$ cat src/rtl/spi_master_multi.sv
// SPI master with configurable word width, chip-select count, SCLK divider and SPI mode.
// A flash wake sequence (MOSI high, CS0 low) runs after reset before the first transfer.
module spi_master_multi #(
    parameter int unsigned DATA_WIDTH = 8,
    parameter int unsigned NUM_CS     = 2,
    parameter int unsigned CS_BITS    = 1,
    parameter int unsigned DIV_WIDTH  = 8,
    parameter int unsigned RST_CLOCKS = 16
) (
    input  logic                  clk,
    input  logic                  reset,
    input  logic                  cpol,
    input  logic                  cpha,
    input  logic [DIV_WIDTH-1:0]  clk_div,
    input  logic [CS_BITS-1:0]    cs_sel,
    input  logic                  cs_hold,
    input  logic                  cs_release,
    input  logic [DATA_WIDTH-1:0] tx_data,
    input  logic                  tx_valid,
    output logic                  tx_ready,
    output logic [DATA_WIDTH-1:0] rx_data,
    output logic                  rx_valid,
    output logic                  busy,
    output logic                  spi_sclk,
    output logic                  spi_mosi,
    input  logic                  spi_miso,
    output logic [NUM_CS-1:0]     spi_cs_n
);

    localparam logic [2:0] StRstSend = 3'd0;
    localparam logic [2:0] StIdle    = 3'd1;
    localparam logic [2:0] StSetup   = 3'd2;
    localparam logic [2:0] StShift   = 3'd3;
    localparam logic [2:0] StDone    = 3'd4;
    localparam logic [2:0] StReset   = (RST_CLOCKS == 0) ? StIdle : StRstSend;

    localparam int unsigned EdgeMax = (2 * DATA_WIDTH > 2 * RST_CLOCKS + 1) ?
                                      2 * DATA_WIDTH : 2 * RST_CLOCKS + 1;
    localparam int unsigned EW = $clog2(EdgeMax + 1);
    localparam logic [EW-1:0] LastEdge = EW'(2 * DATA_WIDTH);
    localparam logic [EW-1:0] PenEdge  = EW'(2 * DATA_WIDTH - 1);
    localparam logic [EW-1:0] RstLast  = EW'(2 * RST_CLOCKS);
    localparam logic [EW-1:0] RstEnd   = EW'(2 * RST_CLOCKS + 1);

    logic [2:0]            state_q, state_d;
    logic [DIV_WIDTH-1:0]  cnt_q, cnt_d, div_q, div_d;
    logic [EW-1:0]         edge_q, edge_d;
    logic [DATA_WIDTH-1:0] tx_sh_q, tx_sh_d, rx_sh_q, rx_sh_d, rx_data_q, rx_data_d;
    logic                  rx_valid_q, rx_valid_d, ready_q, ready_d;
    logic                  sclk_q, sclk_d, mosi_q, mosi_d;
    logic [NUM_CS-1:0]     cs_n_q, cs_n_d, sel_n;
    logic                  cpha_q, cpha_d, hold_q, hold_d, rel_q, rel_d;

    logic [DIV_WIDTH-1:0]  div_eff, cnt_inc;
    logic [EW-1:0]         edge_inc;
    logic                  tick, accept;

    // The wake sequence tracks the live divider; transfers use the latched one.
    assign div_eff  = (state_q == StRstSend) ? clk_div : div_q;
    assign tick     = (cnt_q == div_eff);
    assign cnt_inc  = tick ? '0 : cnt_q + DIV_WIDTH'(1);
    assign edge_inc = edge_q + EW'(1);
    assign accept   = tx_valid && ready_q;

    always_comb begin
        for (int i = 0; i < NUM_CS; i++) begin
            sel_n[i] = (CS_BITS'(i) != cs_sel);
        end
    end

    always_comb begin
        state_d    = state_q;
        cnt_d      = cnt_q;
        div_d      = div_q;
        edge_d     = edge_q;
        tx_sh_d    = tx_sh_q;
        rx_sh_d    = rx_sh_q;
        rx_data_d  = rx_data_q;
        rx_valid_d = 1'b0;
        sclk_d     = sclk_q;
        mosi_d     = mosi_q;
        cs_n_d     = cs_n_q;
        cpha_d     = cpha_q;
        hold_d     = hold_q;
        rel_d      = rel_q;

        case (state_q)
            StRstSend: begin
                cs_n_d = ~NUM_CS'(1);
                mosi_d = 1'b1;
                cnt_d  = cnt_inc;
                if (tick) begin
                    if (edge_q == RstEnd) begin
                        state_d = StIdle;
                        cs_n_d  = '1;
                        edge_d  = '0;
                    end else begin
                        edge_d = edge_inc;
                    end
                end
                // One extra half-period of idle SCLK follows the last pulse.
                sclk_d = cpol ^ (edge_d[0] && (edge_d <= RstLast));
            end
            StIdle, StDone: begin
                state_d = StIdle;
                sclk_d  = cpol;
                mosi_d  = 1'b1;
                cnt_d   = '0;
                edge_d  = '0;
                rel_d   = 1'b0;
                if (cs_release) begin
                    cs_n_d = '1;
                end
                if (accept) begin
                    state_d = StSetup;
                    cpha_d  = cpha;
                    hold_d  = cs_hold;
                    div_d   = clk_div;
                    cs_n_d  = sel_n;
                    if (cpha) begin
                        tx_sh_d = tx_data;
                    end else begin
                        mosi_d  = tx_data[DATA_WIDTH-1];
                        tx_sh_d = {tx_data[DATA_WIDTH-2:0], 1'b0};
                    end
                end
            end
            StSetup, StShift: begin
                cnt_d = cnt_inc;
                if (cs_release) begin
                    rel_d = 1'b1;
                end
                if (tick) begin
                    if (edge_q == LastEdge) begin
                        state_d    = StDone;
                        rx_data_d  = rx_sh_q;
                        rx_valid_d = 1'b1;
                        mosi_d     = 1'b1;
                        edge_d     = '0;
                        rel_d      = 1'b0;
                        if (!hold_q || rel_q || cs_release) begin
                            cs_n_d = '1;
                        end
                    end else begin
                        state_d = StShift;
                        edge_d  = edge_inc;
                        sclk_d  = ~sclk_q;
                        // Odd edges lead; cpha selects whether they sample or drive.
                        if (edge_inc[0] ^ cpha_q) begin
                            rx_sh_d = {rx_sh_q[DATA_WIDTH-2:0], spi_miso};
                        end else if (cpha_q || (edge_q != PenEdge)) begin
                            mosi_d  = tx_sh_q[DATA_WIDTH-1];
                            tx_sh_d = {tx_sh_q[DATA_WIDTH-2:0], 1'b0};
                        end
                    end
                end
            end
            default: state_d = StReset;
        endcase

        ready_d = (state_d == StIdle) || (state_d == StDone);
    end

    always_ff @(posedge clk or posedge reset) begin
        if (reset) begin
            state_q    <= StReset;
            cnt_q      <= '0;
            div_q      <= '0;
            edge_q     <= '0;
            tx_sh_q    <= '0;
            rx_sh_q    <= '0;
            rx_data_q  <= '0;
            rx_valid_q <= 1'b0;
            ready_q    <= 1'b0;
            sclk_q     <= 1'b0;
            mosi_q     <= 1'b1;
            cs_n_q     <= '1;
            cpha_q     <= 1'b0;
            hold_q     <= 1'b0;
            rel_q      <= 1'b0;
        end else begin
            state_q    <= state_d;
            cnt_q      <= cnt_d;
            div_q      <= div_d;
            edge_q     <= edge_d;
            tx_sh_q    <= tx_sh_d;
            rx_sh_q    <= rx_sh_d;
            rx_data_q  <= rx_data_d;
            rx_valid_q <= rx_valid_d;
            ready_q    <= ready_d;
            sclk_q     <= sclk_d;
            mosi_q     <= mosi_d;
            cs_n_q     <= cs_n_d;
            cpha_q     <= cpha_d;
            hold_q     <= hold_d;
            rel_q      <= rel_d;
        end
    end

    assign tx_ready = ready_q;
    assign busy     = !ready_q;
    assign rx_data  = rx_data_q;
    assign rx_valid = rx_valid_q;
    assign spi_sclk = sclk_q;
    assign spi_mosi = mosi_q;
    assign spi_cs_n = cs_n_q;

endmodule

$ cat config.mk
export PLATFORM = sky130hd
export DESIGN_NAME = spi_master_multi
export DESIGN_NICKNAME = d
export VERILOG_FILES = /design/src/rtl/spi_master_multi.sv
export SDC_FILE = /design/constraint.sdc
export NUM_CORES = 1
export LEC_CHECK = 0
export CAP_MARGIN = 20
export CELL_PAD_IN_SITES_DETAIL_PLACEMENT = 1
export CELL_PAD_IN_SITES_GLOBAL_PLACEMENT = 1
export CORE_MARGIN = 3
export CORE_UTILIZATION = 44
export DETAILED_ROUTE_END_ITERATION = 8
export DONT_BUFFER_PORTS = 1
export GPL_TIMING_DRIVEN = 0
export PLACE_DENSITY = 0.74
export SETUP_SLACK_MARGIN = 0.15
export SLEW_MARGIN = 20
export SYNTH_ARGS = -nofsm -noshare
export SYNTH_HDL_FRONTEND = slang
export SYNTH_SLANG_ARGS = --single-unit
export TNS_END_PERCENT = 1
$ cat constraint.sdc
create_clock -name clk -period 5.8 [get_ports clk]
set_input_delay 1.16 -clock clk [delete_from_list [all_inputs] [get_ports clk]]
set_output_delay 1.16 -clock clk [all_outputs]
set_load 0.01 [all_outputs]
; ---- After elaboration in Yosys (flattened, before gate mapping)
; Index checks and enable logic that the tools add are counted.
[word_totals]
register_bits = 58
elab_cells = 113
[op_classes]
addsub = 2
order_cmp = 1
eq_ne = 20
mux = 47
bitwise = 5
reduce_logical = 23
[op_table]
columns = op, count
row1 = $mux W8, 8
row2 = $pmux W8 S2, 2
row3 = $mux W6, 5
row4 = $pmux W6 S3, 1
row5 = $mux W1, 16
row6 = $ne A2 B2 Y1 const B, 7
row7 = $mux W2, 6
row8 = $mux W3, 4
row9 = $ne A3 B3 Y1 const B, 3
row10 = $pmux W3 S3, 1
row11 = $add A8 B1 Y8 const B, 1
row12 = $eq A8 B8 Y1, 1
row13 = $reduce_and A4 Y1, 2
row14 = $add A6 B1 Y6 const B, 1
row15 = $eq A3 B1 Y1 const B, 2
row16 = $eq A3 B2 Y1 const B, 2
row17 = $eq A3 B3 Y1 const B, 2
row18 = $eq A6 B5 Y1 const B, 1
row19 = $eq A6 B6 Y1 const B, 1
row20 = $le A6 B6 Y1 const B, 1
row21 = $ne A6 B4 Y1 const B, 1
row22 = $pmux W1 S3, 2
row23 = $pmux W2 S3, 1
row24 = $reduce_and A3 Y1, 2
row25 = other kinds (14), 25

; ---- Longest topological paths before layout
; Gate-level depths: netlist of run 1.
[depth]
depth_word = 9
ltp_mapped = 9
mapped_depth_nobuf = 8

; ---- Worst setup path after synthesis of run 1
; Ideal clock, no wire load.
[synth_path]
path_type = input -> register
startpoint = input clk_div[2]
endpoint = register rx_sh_q[0]
setup_ps = 125
arrival_ps = 2832
t_required_ps = 5675
setup_slack_ps = 2843
cell_stages = 6
n_path_buf = 0
path_cell_list = o22ai_1 -> a221o_1 -> o31ai_4 -> nand2_4 -> nor4_4 -> mux2_2
[synth_via]
elab_chain_cells = 3
[synth_rtl]
columns = element, line_no
row1 = from (decl), 14  ; input logic [DIV_WIDTH-1:0] clk_div,
row2 = $mux W8, 59  ; assign div_eff = (state_q == StRstSend) ? clk_div : div_q;
row3 = $eq A8 B8 Y1, 60  ; assign tick = (cnt_q == div_eff);
row4 = $reduce_and A4 Y1 (no line), n/a
row5 = to (signal assigned), 187  ; rx_sh_q <= rx_sh_d;
row6 = to (decl), 48  ; logic [DATA_WIDTH-1:0] tx_sh_q, tx_sh_d, rx_sh_q, rx_sh_d, rx_data_q, rx_data_d;
; Every way passes these cells.
; A chain may end at the register's enable or synchronous reset.

==> metrics.md, run 1 <==
| Metric | Value |
|---|---|
| Detailed-route via count | 2,372 |
| Max VDD drop | 128 uV |
| Final Non-Filler Cells | 418 |
| Clk_lat worst skew | 340 ps |
| FP Rows | 30 |
| Commonest non-fill, non-tap cell in the layout | dfrtp_1 |
| Fin Setup TNS | 0 ps |
| Total GRT Usage | 0.195 |
| Yosys cell types | 58 |
| I/O pin cnt | 40 |
| Post-synthesis mux area share | 0.149 |
| Crit path required time | 6030 ps |
| Post-synthesis instance total | 305 |
| Register area share after synthesis | 0.462 |
| Initial Util | 0.459 |
| Grt ovf | 0 |
| Worst Path Max Fanout | 10 |
| First-pass GRT wire length | 12.7 mm |
| Compound-Gate Fraction of Synth Area | 0.180 |
| Relative slew slack | 0.434 |
| Largest net degree at the start of global routing | 37 |
| N_diodes | 0 |
| CP max-delay cell | o21ai_1 |
| Seq pwr share | 0.402 |
| CTS sink count | 58 |
| Final hold viol count | 0 |
| DIE WIDTH | 90.7 um |
| Crit path buf inv count | 1 |
| Initial DRC count | ~130 |
| Fin crit share | 0.527 |
| WL final | ~7.7 mm |
| Crit start category | flop |
| Fillers | 778 |
| Flops & latches, synth | 58 |
| Die Y | roughly 91 um |
| Pwr Density | 339 nW/um^2 |
| Synthesis-to-finish area growth | 12.9% |
| Top Family by Delay on Critical Path | compound AO/OA/AOI/OAI gates |
| Final Setup Violations | 0 |
| Hold crit path type | reg -> reg |
| Sw frac | 0.290 |
| RSZ-0062 raised after global routing | no |
| Gpl congestion | approximately 0.80 |
| Max cap viols | 0 |
| Nets | 346 |
| R2r setup slk | 2740 ps |
| Crit Path Class | reg -> reg |
| Worst EP arrival | 3290 ps |
| Clk buf depth | 2 |
| Synth Warn # | 0 |
| DRC errors left | 0 |
| Antenna violations before repair | 0 |
| Clock transition at the registers of the reported paths | roughly 70 ps |
| Internal | between 0.8 and 0.9 mW |
| Slew Limit Fails | 0 |
| Syn Area/Cell | 10.3 um^2 |
| Power share of the clock group | 0.414 |
| Largest family of logic cells by synthesized area | compound AO/OA/AOI/OAI gates |
| Clock skew | 8.91 ps |
| Adder-cell area share of the yosys netlist | 0.0159 |
| Commonest cells after routing, fill and taps aside | dfrtp_1 (55), mux2_2 (31), nand2_1 (25), o21ai_0 (23), inv_1 (20) |
| Cell Chain, Critical Path | buf_4 -> nor3_4 -> mux2_2 -> a22oi_2 -> o211ai_1 -> o21ai_1 -> o311ai_0 -> o2bb2ai_1 |
| Detailed Routing Iterations Pass 1 | 4 |
| Final ANT Viol Nets | 0 |
| Core area | between 6000 and 7000 um^2 |
| Post-synth EDFFs | 0 |
| Wirelength per Cell | 18.3 um |
| Synth Flop Type | dfrtp_1 |
| I/O Buffers | 0 |
| Final HPWL DP | 5.61 mm |
| Cts repair resizes | 0 |
| Vias in the first global route | 2,608 |
| Synth Net Count | 334 |
| CTS tree | yes |
| Layout cells sized above 1 | 0.199 |
| Leak | 1.60 nW |
| CP endpoint kind | flop |
| Critical Path Max Stage Delay | about 620 ps |
| Die area | ~8200 um^2 |
| Vias per cell | 5.67 |
| Hold Buf Count CTS | 0 |
| Cell area after synthesis | about 3200 um^2 |
| Combinational fraction of design power | 0.184 |
| Total CTS buffers | 9 |
| Synth Area in XOR/XNOR | 0.0194 |
| Post-Synth Simple-Gate Area | 0.129 |
| Fraction of registers with async set/reset | 1.00 |
| Psw | 0.350 mW |
| Post-CTS setup buffers | 0 |
| Minimum clock period | 3060 ps |
| Status | finished clean |
| F_max | 0.327 GHz |
| Placed insts | between 400 and 500 |
| Root Driver | clkbuf_8 |
| Hold Slack | 502 ps |
| Htree depth | 3 |
| Worst-margin pin slew | 843 ps |
[final timing paths]
path,startpoint,end,depth (start not counted)
setup / recovery,state_q[1]$_DFF_PP0_,flop,8
hold / removal,spi_cs_n[0]$_DFFE_PP1P_,spi_cs_n[0]$_DFFE_PP1P_,2
setup reg to reg,state_q[1]$_DFF_PP0_,flop,8
hold reg to reg,spi_cs_n[0]$_DFFE_PP1P_,spi_cs_n[0]$_DFFE_PP1P_,2
max in group asynchronous,reset,spi_cs_n[1]$_DFFE_PP1P_,2
min in group asynchronous,reset,rx_sh_q[3]$_DFFE_PP0P_,1
[state kept, by name, indices dropped and copies added, names as in the netlist, named ones only]
name	flops
tx_sh_q	8
rx_valid	1
hold_q	1
rx_sh_q	8
tx_ready	1
spi_mosi	1
rx_data	8
cnt_q	8
edge_q	2
spi_sclk	1
cpha_q	1
rel_q	1
state_q	3
div_q	8
spi_cs_n	2
[power groups by stage]
stage,sequential (mW),clock [mW],combinational [mW]
5_1_grt,0.492,0.531,0.248
2_1_floorplan,0.478,0,0.177
6_report,0.486,0.500,0.222
3_5_place_dp,0.493,0,0.223
4_1_cts,0.485,0.510,0.224
3_3_place_gp,0.490,0,0.213
[cells by family (layout without fill, tap and decap cells)]
family / after synthesis / after routing
buffers and inverters: 35 / 52
AO/OA/AOI/OAI: 81 / 81
adder cells (fa/ha/maj): 4 / 4
multiplexers: 43 / 43
XOR/XNOR: 7 / 7
AND/OR/NAND/NOR: 77 / 77
flip-flops: 58 / 58
[metrics by stage]
step | setup WS [ps] | utilization | area (um^2) | power [mW]
global route | 2500 | 0.518 | 3560 | 1.27
detailed placement | 2580 | 0.480 | 3300 | 0.716
finish | 2740 | 0.518 | 3560 | 1.21
floorplan | 2840 | - | 3150 | 0.654
CTS | 2730 | 0.518 | 3560 | 1.22
global placement | 2490 | 0.477 | 3270 | 0.703
[worst min-delay path, cell delays in order (launching register included)]
cell	delay (ps)
dfstp_2	390
inv_1	50
mux2i_1	60
[cell type report]
| type | count | area (um^2) | share of cell area |
|---|---|---|---|
| tap | 96 | 120 | 0.0337 |
| clock buffer | 9 | 124 | 0.0348 |
| buffer | 14 | 65.1 | 0.0183 |
| multi-input combinational | 212 | 1550 | 0.436 |
| timing repair buffer | 1 | 20.0 | 0.00562 |
| sequential | 58 | 1460 | 0.409 |
| clock inverter | 7 | 141 | 0.0397 |
| inverter | 21 | 81.3 | 0.0228 |
[per-layer routing]
| metal | vias up | part of all wire | GRT usage |
|---|---|---|---|
| li1 | 1124 | - | - |
| met1 | 1189 | 0.45 | 0.241 |
| met2 | 46 | 0.49 | 0.318 |
| met3 | 13 | 0.051 | 0.0567 |
| met4 | 0 | 0.018 | 0.0791 |
| met5 | - | 0 | 0 |
[synthesized netlist by cell type, types with 3 or more instances]
cell type	count	area share
mux2i_1	12	0.038
a21oi_1	13	0.021
o31ai_1	3	0.0071
nand2_1	25	0.030
inv_1	21	0.025
o21ai_0	23	0.037
dfstp_2	3	0.025
xnor2_1	3	0.0083
ha_1	4	0.016
xor2_1	4	0.011
dfrtp_1	55	0.44
nor2b_1	4	0.0079
clkbuf_1	10	0.012
a31oi_1	5	0.0099
a211oi_1	3	0.0071
nor2_1	14	0.017
o21ai_1	3	0.0048
mux2_2	31	0.11
nand3_1	13	0.021
a22o_1	3	0.0083
and3_1	3	0.0060
nor3_1	6	0.0095
No activity file was read; power rests on OpenSTA's default activity.
==> inputs of run 2 (changes only) <==
--- a/config.mk
+++ b/config.mk
@@ -5,6 +5,7 @@
 export SDC_FILE = /design/constraint.sdc
 export NUM_CORES = 1
 export LEC_CHECK = 0
+export ABC_AREA = 1
 export CAP_MARGIN = 20
 export CELL_PAD_IN_SITES_DETAIL_PLACEMENT = 1
 export CELL_PAD_IN_SITES_GLOBAL_PLACEMENT = 1
@@ -13,7 +14,7 @@
 export DETAILED_ROUTE_END_ITERATION = 8
 export DONT_BUFFER_PORTS = 1
 export GPL_TIMING_DRIVEN = 0
-export PLACE_DENSITY = 0.74
+export PLACE_DENSITY = 0.78
 export SETUP_SLACK_MARGIN = 0.15
 export SLEW_MARGIN = 20
 export SYNTH_ARGS = -nofsm -noshare
==> constraint.sdc (replaced) <==
create_clock -name clk -period 3.2 [get_ports clk]
set_input_delay 0.64 -clock clk [delete_from_list [all_inputs] [get_ports clk]]
set_output_delay 0.64 -clock clk [all_outputs]
set_load 0.01 [all_outputs]
==> run 2 against run 1 <==
Net effect: non-clock buffer count decreased by 4; count of clock-buffer cells in the layout rose by 1; design area increased by 1.0%; sequential share of layout area shrank 0.41 points; cell count up 26%; sequential cell count unchanged; clock power is 48% higher; core utilization shrank 0.32 points; synthesized cell count up 35%; global-route usage up 1.5 points; clock skew grew 1.9 ps; worst setup slack got worse by 2000 ps.
==> metrics.md, run 2 <==
| Metric | Value |
|---|---|
| Yosys cell types | 38 (-34%) |
| Top cells by count, synth | nand2_1 (115), dfrtp_1 (55), inv_1 (47) |
| Clk_lat worst skew | 350 ps (about the same) |
| Cell mode on critical path | nor2_1 |
| Worst R2R End | div_q[0]$_DFFE_PP0P_ |
| Crit Path Class | reg -> reg |
| Vias per cell | 5.22 (-8.0%) |
| Met3 WL | 298 um (-24%) |
| Hold crit path type | in -> async |
| Status | finished clean |
| R2R Path Start | state_q[1]$_DFF_PP0_ |
| Worst reg2reg path depth | 8 (unchanged) |
| CP endpoint kind | flop |
| Root Driver | clkbuf_8 |
| Post-CTS setup buffers | 0 (unchanged) |
| Grt ovf | 0 (unchanged) |
| Cell area after synthesis | 3240 um^2 (+2.9%) |
| Register Area | 1460 um^2 (unchanged) |
| I/O Buffers | 0 (unchanged) |
| RSZ-0062 raised after global routing | no |
| Clock skew | 10.8 ps (+1.85 ps) |
| DIE WIDTH | 91.9 um (+1.3%) |
| Clock transition at the registers of the reported paths | 70 ps (about the same) |
| Final HPWL DP | 6.16 mm (+9.6%) |
| Wirelength per Cell | 15.7 um (-14%) |
| Stages on worst setup path | 8 (unchanged) |
| Fin crit share | 0.753 (+0.226) |
| CTS tree | yes |
| N_diodes | 0 (unchanged) |
| Antenna violations before repair | 0 (unchanged) |
| Register area share after synthesis | 0.449 (-0.0130) |
| Hold Buf Count CTS | 0 (unchanged) |
| Synth Net Count | 442 (+32%) |
| Synth Flop Type | dfrtp_1 |
| Top Family by Delay on Critical Path | simple AND/OR/NAND/NOR gates |
| Htree depth | 3 (unchanged) |
| Max VDD drop | 219 uV (+71%) |
| Slew Limit Fails | 0 (unchanged) |
| Initial DRC count | 81 (-36%) |
| FP Rows | 30 (unchanged) |
| CP max-delay cell | nor2_1 |
| R2r setup slk | 790 ps (-1950 ps) |
| Minimum clock period | 2410 ps (-647 ps) |
| Largest net degree at the start of global routing | 42 (+14%) |
| Synth top area share | 0.424 (-0.0123) |
| Fillers | 898 (+15%) |
| Final Setup Violations | 0 (unchanged) |
| Gpl congestion | 0.790 (-1.8%) |
| Final hold viol count | 0 (unchanged) |
| Worst EP arrival | 2620 ps (-670 ps) |
| I/O pin cnt | 40 (unchanged) |
| Worst Path Max Fanout | 10 (unchanged) |
| Max cap viols | 0 (unchanged) |
| Layout cells sized above 1 | 0.149 (-0.0499) |
| Die Y | 91.9 um (+1.3%) |
| Commonest cells after routing, fill and taps aside | nand2_1 (115), dfrtp_1 (55), inv_1 (46), nor2_1 (31), nand3_1 (28) |
| Worst-margin pin slew | 674 ps (-169 ps) |
| Crit path required time | 3410 ps (-2620 ps) |
| Post-synthesis instance total | 413 (+35%) |
| Die area | 8440 um^2 (+2.7%) |
| Crit start category | flop |
| Core area | 6980 um^2 (+1.6%) |
| CTS sink count | 58 (unchanged) |
| Cell Chain, Critical Path | inv_2 -> buf_2 -> nor2_8 -> nor2_1 -> nand2_2 -> nor2_1 -> clkbuf_1 -> o21ai_0 |
| Yosys top cell by area | dfrtp_1 |
| Cts repair resizes | 0 (unchanged) |
| Detailed Routing Iterations Pass 1 | 4 (unchanged) |
| Commonest non-fill, non-tap cell in the layout | nand2_1 |
| Detailed-route via count | 2,746 (+16%) |
| Fraction of registers with async set/reset | 1.00 (unchanged) |
| Synth top area cells | dfrtp_1 (42%), nand2_1 (13%), inv_1 (5.4%), nand3_1 (4.3%), nor2_1 (3.6%) |
| Flops & latches, synth | 58 (unchanged) |
| Total CTS buffers | 9 (unchanged) |
| Pwr Density | 418 nW/um^2 (+23%) |
| Vias in the first global route | 3,003 (+15%) |
| Clk buf depth | 2 (unchanged) |
| Post-synth EDFFs | 0 (unchanged) |
| Total GRT Usage | 0.210 (+0.0153) |
| DRC errors left | 0 (unchanged) |
| F_max | 0.415 GHz (+27%) |
| Synth Warn # | 0 (unchanged) |
| Leak | 1.68 nW (+5.3%) |
| Syn Area/Cell | 7.86 um^2 (-24%) |
| Metal2 WL | 4.36 mm (+17%) |
| Core Util, Final | 0.515 (-0.00316) |
| Relative slew slack | 0.549 (+0.115) |
| Fin Setup TNS | 0 ps (unchanged) |
| Crit path buf inv count | 3 (+2) |
| Critical Path Max Stage Delay | 550 ps (-70 ps) |
| Hold Slack | 105 ps (-396 ps) |
| Multi-input gate area | 1510 um^2 (-2.7%) |
| First-pass GRT wire length | 14.1 mm (+11%) |
| WL final | 8.26 mm (+7.7%) |
| Nets | 454 (+31%) |
| Initial Util | 0.465 (+0.00568) |
| Met1 wire length | 3.49 mm (+2.2%) |
| Top Layer Used | met4 |
| Most common cell in the netlist | nand2_1 |
| Synthesis-to-finish area growth | 10.9% |
| Final ANT Viol Nets | 0 (unchanged) |
-- run 2: worst max path at each step --
| stage | endpoint | from | slack (ps) |
|---|---|---|---|
| 5_1_grt | div_q[4]$_DFFE_PP0P_ | state_q[1]$_DFF_PP0_ | 600 |
| 6_report | div_q[0]$_DFFE_PP0P_ | state_q[1]$_DFF_PP0_ | 790 |
| 4_1_cts | div_q[0]$_DFFE_PP0P_ | state_q[1]$_DFF_PP0_ | 800 |
| 3_5_place_dp | div_q[3]$_DFFE_PP0P_ | state_q[1]$_DFF_PP0_ | 840 |
| 2_1_floorplan | async pin | reset | 1140 |
| 3_3_place_gp | tx_sh_q[6]$_DFFE_PP0P_ | reset | 390 |
-- run 2: cell families after synthesis --
logic type / after synthesis / share of synthesized area
compound gates: 74 / 0.136
xor+xnor: 9 / 0.0243
fa+ha+maj: 4 / 0.0154
buf+inv: 64 / 0.0856
flops: 58 / 0.449
simple gates: 204 / 0.290
-- run 2: final cells by class --
cell class                 instances  share of cell area
clock buffer                      10              0.0355
buffer                            10              0.0209
sequential                        58               0.405
multi-input combinational        291               0.420
inverter                          54              0.0570
timing repair buffer               1             0.00557
tap                               96              0.0334
clock inverter                     6              0.0230
-- run 2: metrics by stage --
stage	power [mW]	instance area [um^2]	worst slack, ps	instances
after floorplan	0.766	3240	1140	413
final	1.50	3600	790	526
after detailed placement	0.777	3390	836	510
after global routing	1.57	3600	601	526
after CTS	1.52	3600	803	526
after global placement	0.773	3360	389	509
-- run 2: layer usage --
metal | global-route usage | vias to the layer above
li1 | - | 1349
met1 | 0.246 | 1349
met2 | 0.382 | 38
met3 | 0.0427 | 10
met4 | 0.0668 | 0
met5 | 0 | -
-- run 2: power by group --
part / internal, mW / leakage [nW] / switching, mW
logic: 0.00658 / 0.855 / 0.0221
clock network: 0.434 / 0.106 / 0.307
registers: 0.733 / 0.722 / 0
total: 1.17 / 1.68 / 0.329
==> inputs of run 3 (changes only) <==
==> constraint.sdc (replaced) <==
create_clock -name clk -period 2.3 [get_ports clk]
set_input_delay 0.46 -clock clk [delete_from_list [all_inputs] [get_ports clk]]
set_output_delay 0.46 -clock clk [all_outputs]
set_load 0.01 [all_outputs]
==> run 3 against run 2 <==
Net effect: die area unchanged; core utilization rose by 2.1 points; sequential power grew 39%; sequential cell count stayed put; total power increased by 39%; count of clock-buffer cells in the layout did not move; critical endpoint is now tx_sh_q[7]$_DFFE_PP0P_; largest cell class unchanged.
==> metrics.md, run 3 (synthesized netlist as in run 2, its figures left out) <==
| Metric | Value |
|---|---|
| Status | finished clean |
| Layout cells sized above 1 | 0.201 (+0.0521) |
| Antenna violations before repair | 0 (unchanged) |
| Gpl congestion | 0.790 (unchanged) |
| RSZ-0062 raised after global routing | yes |
| Detailed-route via count | 2,753 (+0.25%) |
| Crit Path Class | reg -> reg |
| Final hold viol count | 0 (unchanged) |
| GR peak layer | met2 |
| Total GRT Usage | 0.212 (+0.00174) |
| Commonest cells after routing, fill and taps aside | nand2_1 (106), dfrtp_1 (54), inv_1 (46), nor2_1 (29), nand3_1 (27) |
| I/O Buffers | 0 (unchanged) |
| Detailed Routing Iterations Pass 1 | 4 (unchanged) |
| Met3 Use GR | 0.0427 (unchanged) |
| Final Setup Violations | 0 (unchanged) |
| GR met2 Demand/Resource | 0.384 (+0.00243) |
| Initial Util | 0.465 (unchanged) |
| FP Rows | 30 (unchanged) |
| Worst-margin pin slew | 571 ps (-102 ps) |
| Relative slew slack | 0.619 (+0.0700) |
| Hold crit path type | in -> reg |
| Die Y | 91.9 um (unchanged) |
| CP endpoint kind | flop |
| First-pass GRT wire length | 14.3 mm (+0.78%) |
| Clock skew | 14.1 ps (+3.36 ps) |
| Htree depth | 3 (unchanged) |
| Clk_lat worst skew | 350 ps (about the same) |
| Initial DRC count | 66 (-19%) |
| Synthesis-to-finish area growth | 15.4% |
| Crit path required time | 2570 ps (-840 ps) |
| Nets | 457 (+0.66%) |
| Vias in the first global route | 2,993 (-0.33%) |
| Crit start category | flop |
| Design Power | 2.10 mW (+39%) |
| Worst EP arrival | 2470 ps (-150 ps) |
| Max VDD drop | 434 uV (+98%) |
| CTS tree | yes |
| Fin Setup TNS | 0 ps (unchanged) |
| CTS sink count | 58 (unchanged) |
| I/O pin cnt | 40 (unchanged) |
| Root Driver | clkbuf_8 |
| F_max | 0.455 GHz (+9.6%) |
| Worst Path Max Fanout | 10 (unchanged) |
| Leak | 1.72 nW (+2.1%) |
| Core area | 6980 um^2 (unchanged) |
| N_diodes | 0 (unchanged) |
| Total CTS buffers | 9 (unchanged) |
| Wirelength per Cell | 15.8 um (+0.43%) |
| Commonest non-fill, non-tap cell in the layout | nand2_1 |
| Fin crit share | 0.956 (+0.203) |
| Clk buf depth | 2 (unchanged) |
| GR Util met1 | 0.249 (+0.00315) |
| Minimum clock period | 2200 ps (-212 ps) |
| Largest net degree at the start of global routing | 42 (unchanged) |
| Vias per cell | 5.20 (-0.31%) |
| Slew Limit Fails | 0 (unchanged) |
| Final HPWL DP | 6.16 mm (unchanged) |
| Grt ovf | 0 (unchanged) |
| DIE WIDTH | 91.9 um (unchanged) |
| WL final | 8.34 mm (+1.0%) |
| Max cap viols | 0 (unchanged) |
| DRC errors left | 0 (unchanged) |
| Clock transition at the registers of the reported paths | 70 ps (about the same) |
| Pwr Density | 560 nW/um^2 (+34%) |
| Final ANT Viol Nets | 0 (unchanged) |
| Die area | 8440 um^2 (unchanged) |
## run 3: report_power, final
part / internal [mW] / switching, mW / total (mW)
Sequential: 1.02 / 0 / 1.02
Clock: 0.604 / 0.430 / 1.03
Combinational: 0.0102 / 0.0316 / 0.0419
Total: 1.63 / 0.461 / 2.10
## run 3: per-layer routing
layer	wire length (um)	vias up	part of all wire
met5	0	-	0
li1	-	1358	-
met4	116	0	0.014
met3	290	10	0.035
met1	3480	1346	0.42
met2	4460	39	0.53
## run 3: what timing repair did
item                       in CTS  in global routing
pin swaps                       0                 10
setup endpoints to repair      43                 49
hold endpoints to repair       15                  0
setup buffers                   1                  1
hold buffers                    1                  0
cloned                          0                  0
gates resized for setup         6                 31
## run 3: path summary, 6_finish.rpt
kind	startpoint	end	slack, ps	depth (start not counted)
setup reg to reg	state_q[2]$_DFF_PP0_	tx_sh_q[7]$_DFFE_PP0P_	100	15
min in group asynchronous	reset	cnt_q[6]$_DFFE_PP0P_	540	2
setup / recovery	state_q[2]$_DFF_PP0_	tx_sh_q[7]$_DFFE_PP0P_	100	15
hold reg to reg	hold_q$_DFFE_PP0P_	hold_q$_DFFE_PP0P_	490	2
hold / removal	cs_sel	spi_cs_n[1]$_DFFE_PP1P_	160	1
max in group asynchronous	reset	spi_mosi$_DFFE_PP1P_	1210	3
## run 3: layout make-up
type / instances / area, um^2
multi-input combinational: 291 / 1610
fill: 875 / 3240
inverter: 54 / 210
sequential: 58 / 1460
clock inverter: 6 / 82.6
clock buffer: 10 / 128
timing repair buffer: 4 / 45.0
buffer: 10 / 93.8
tap: 96 / 120
## run 3: stage by stage
stage                util  std cells  area [um^2]  hold WS (ps)  setup WS (ps)
floorplan               -        413         3240           442            396
global placement    0.482        509         3360           462           -331
detailed placement  0.485        510         3390           299          -64.4
CTS                 0.521        528         3640           152           84.4
global route        0.536        529         3740           160          -58.7
finish              0.536        529         3740           160            102
## run 3: worst max-delay path, cell delays in order, from the launching register on
cell	delay [ps]
dfrtp_2	460
nor2_4	170
buf_6	160
nand3b_1	110
nand2_1	90
nand2_1	50
nand2_1	90
nand2_2	90
nor2_4	160
nand2_8	120
nand2_4	110
nand2_4	70
nor2_8	130
buf_8	150
nor2_1	50
a21oi_2	100
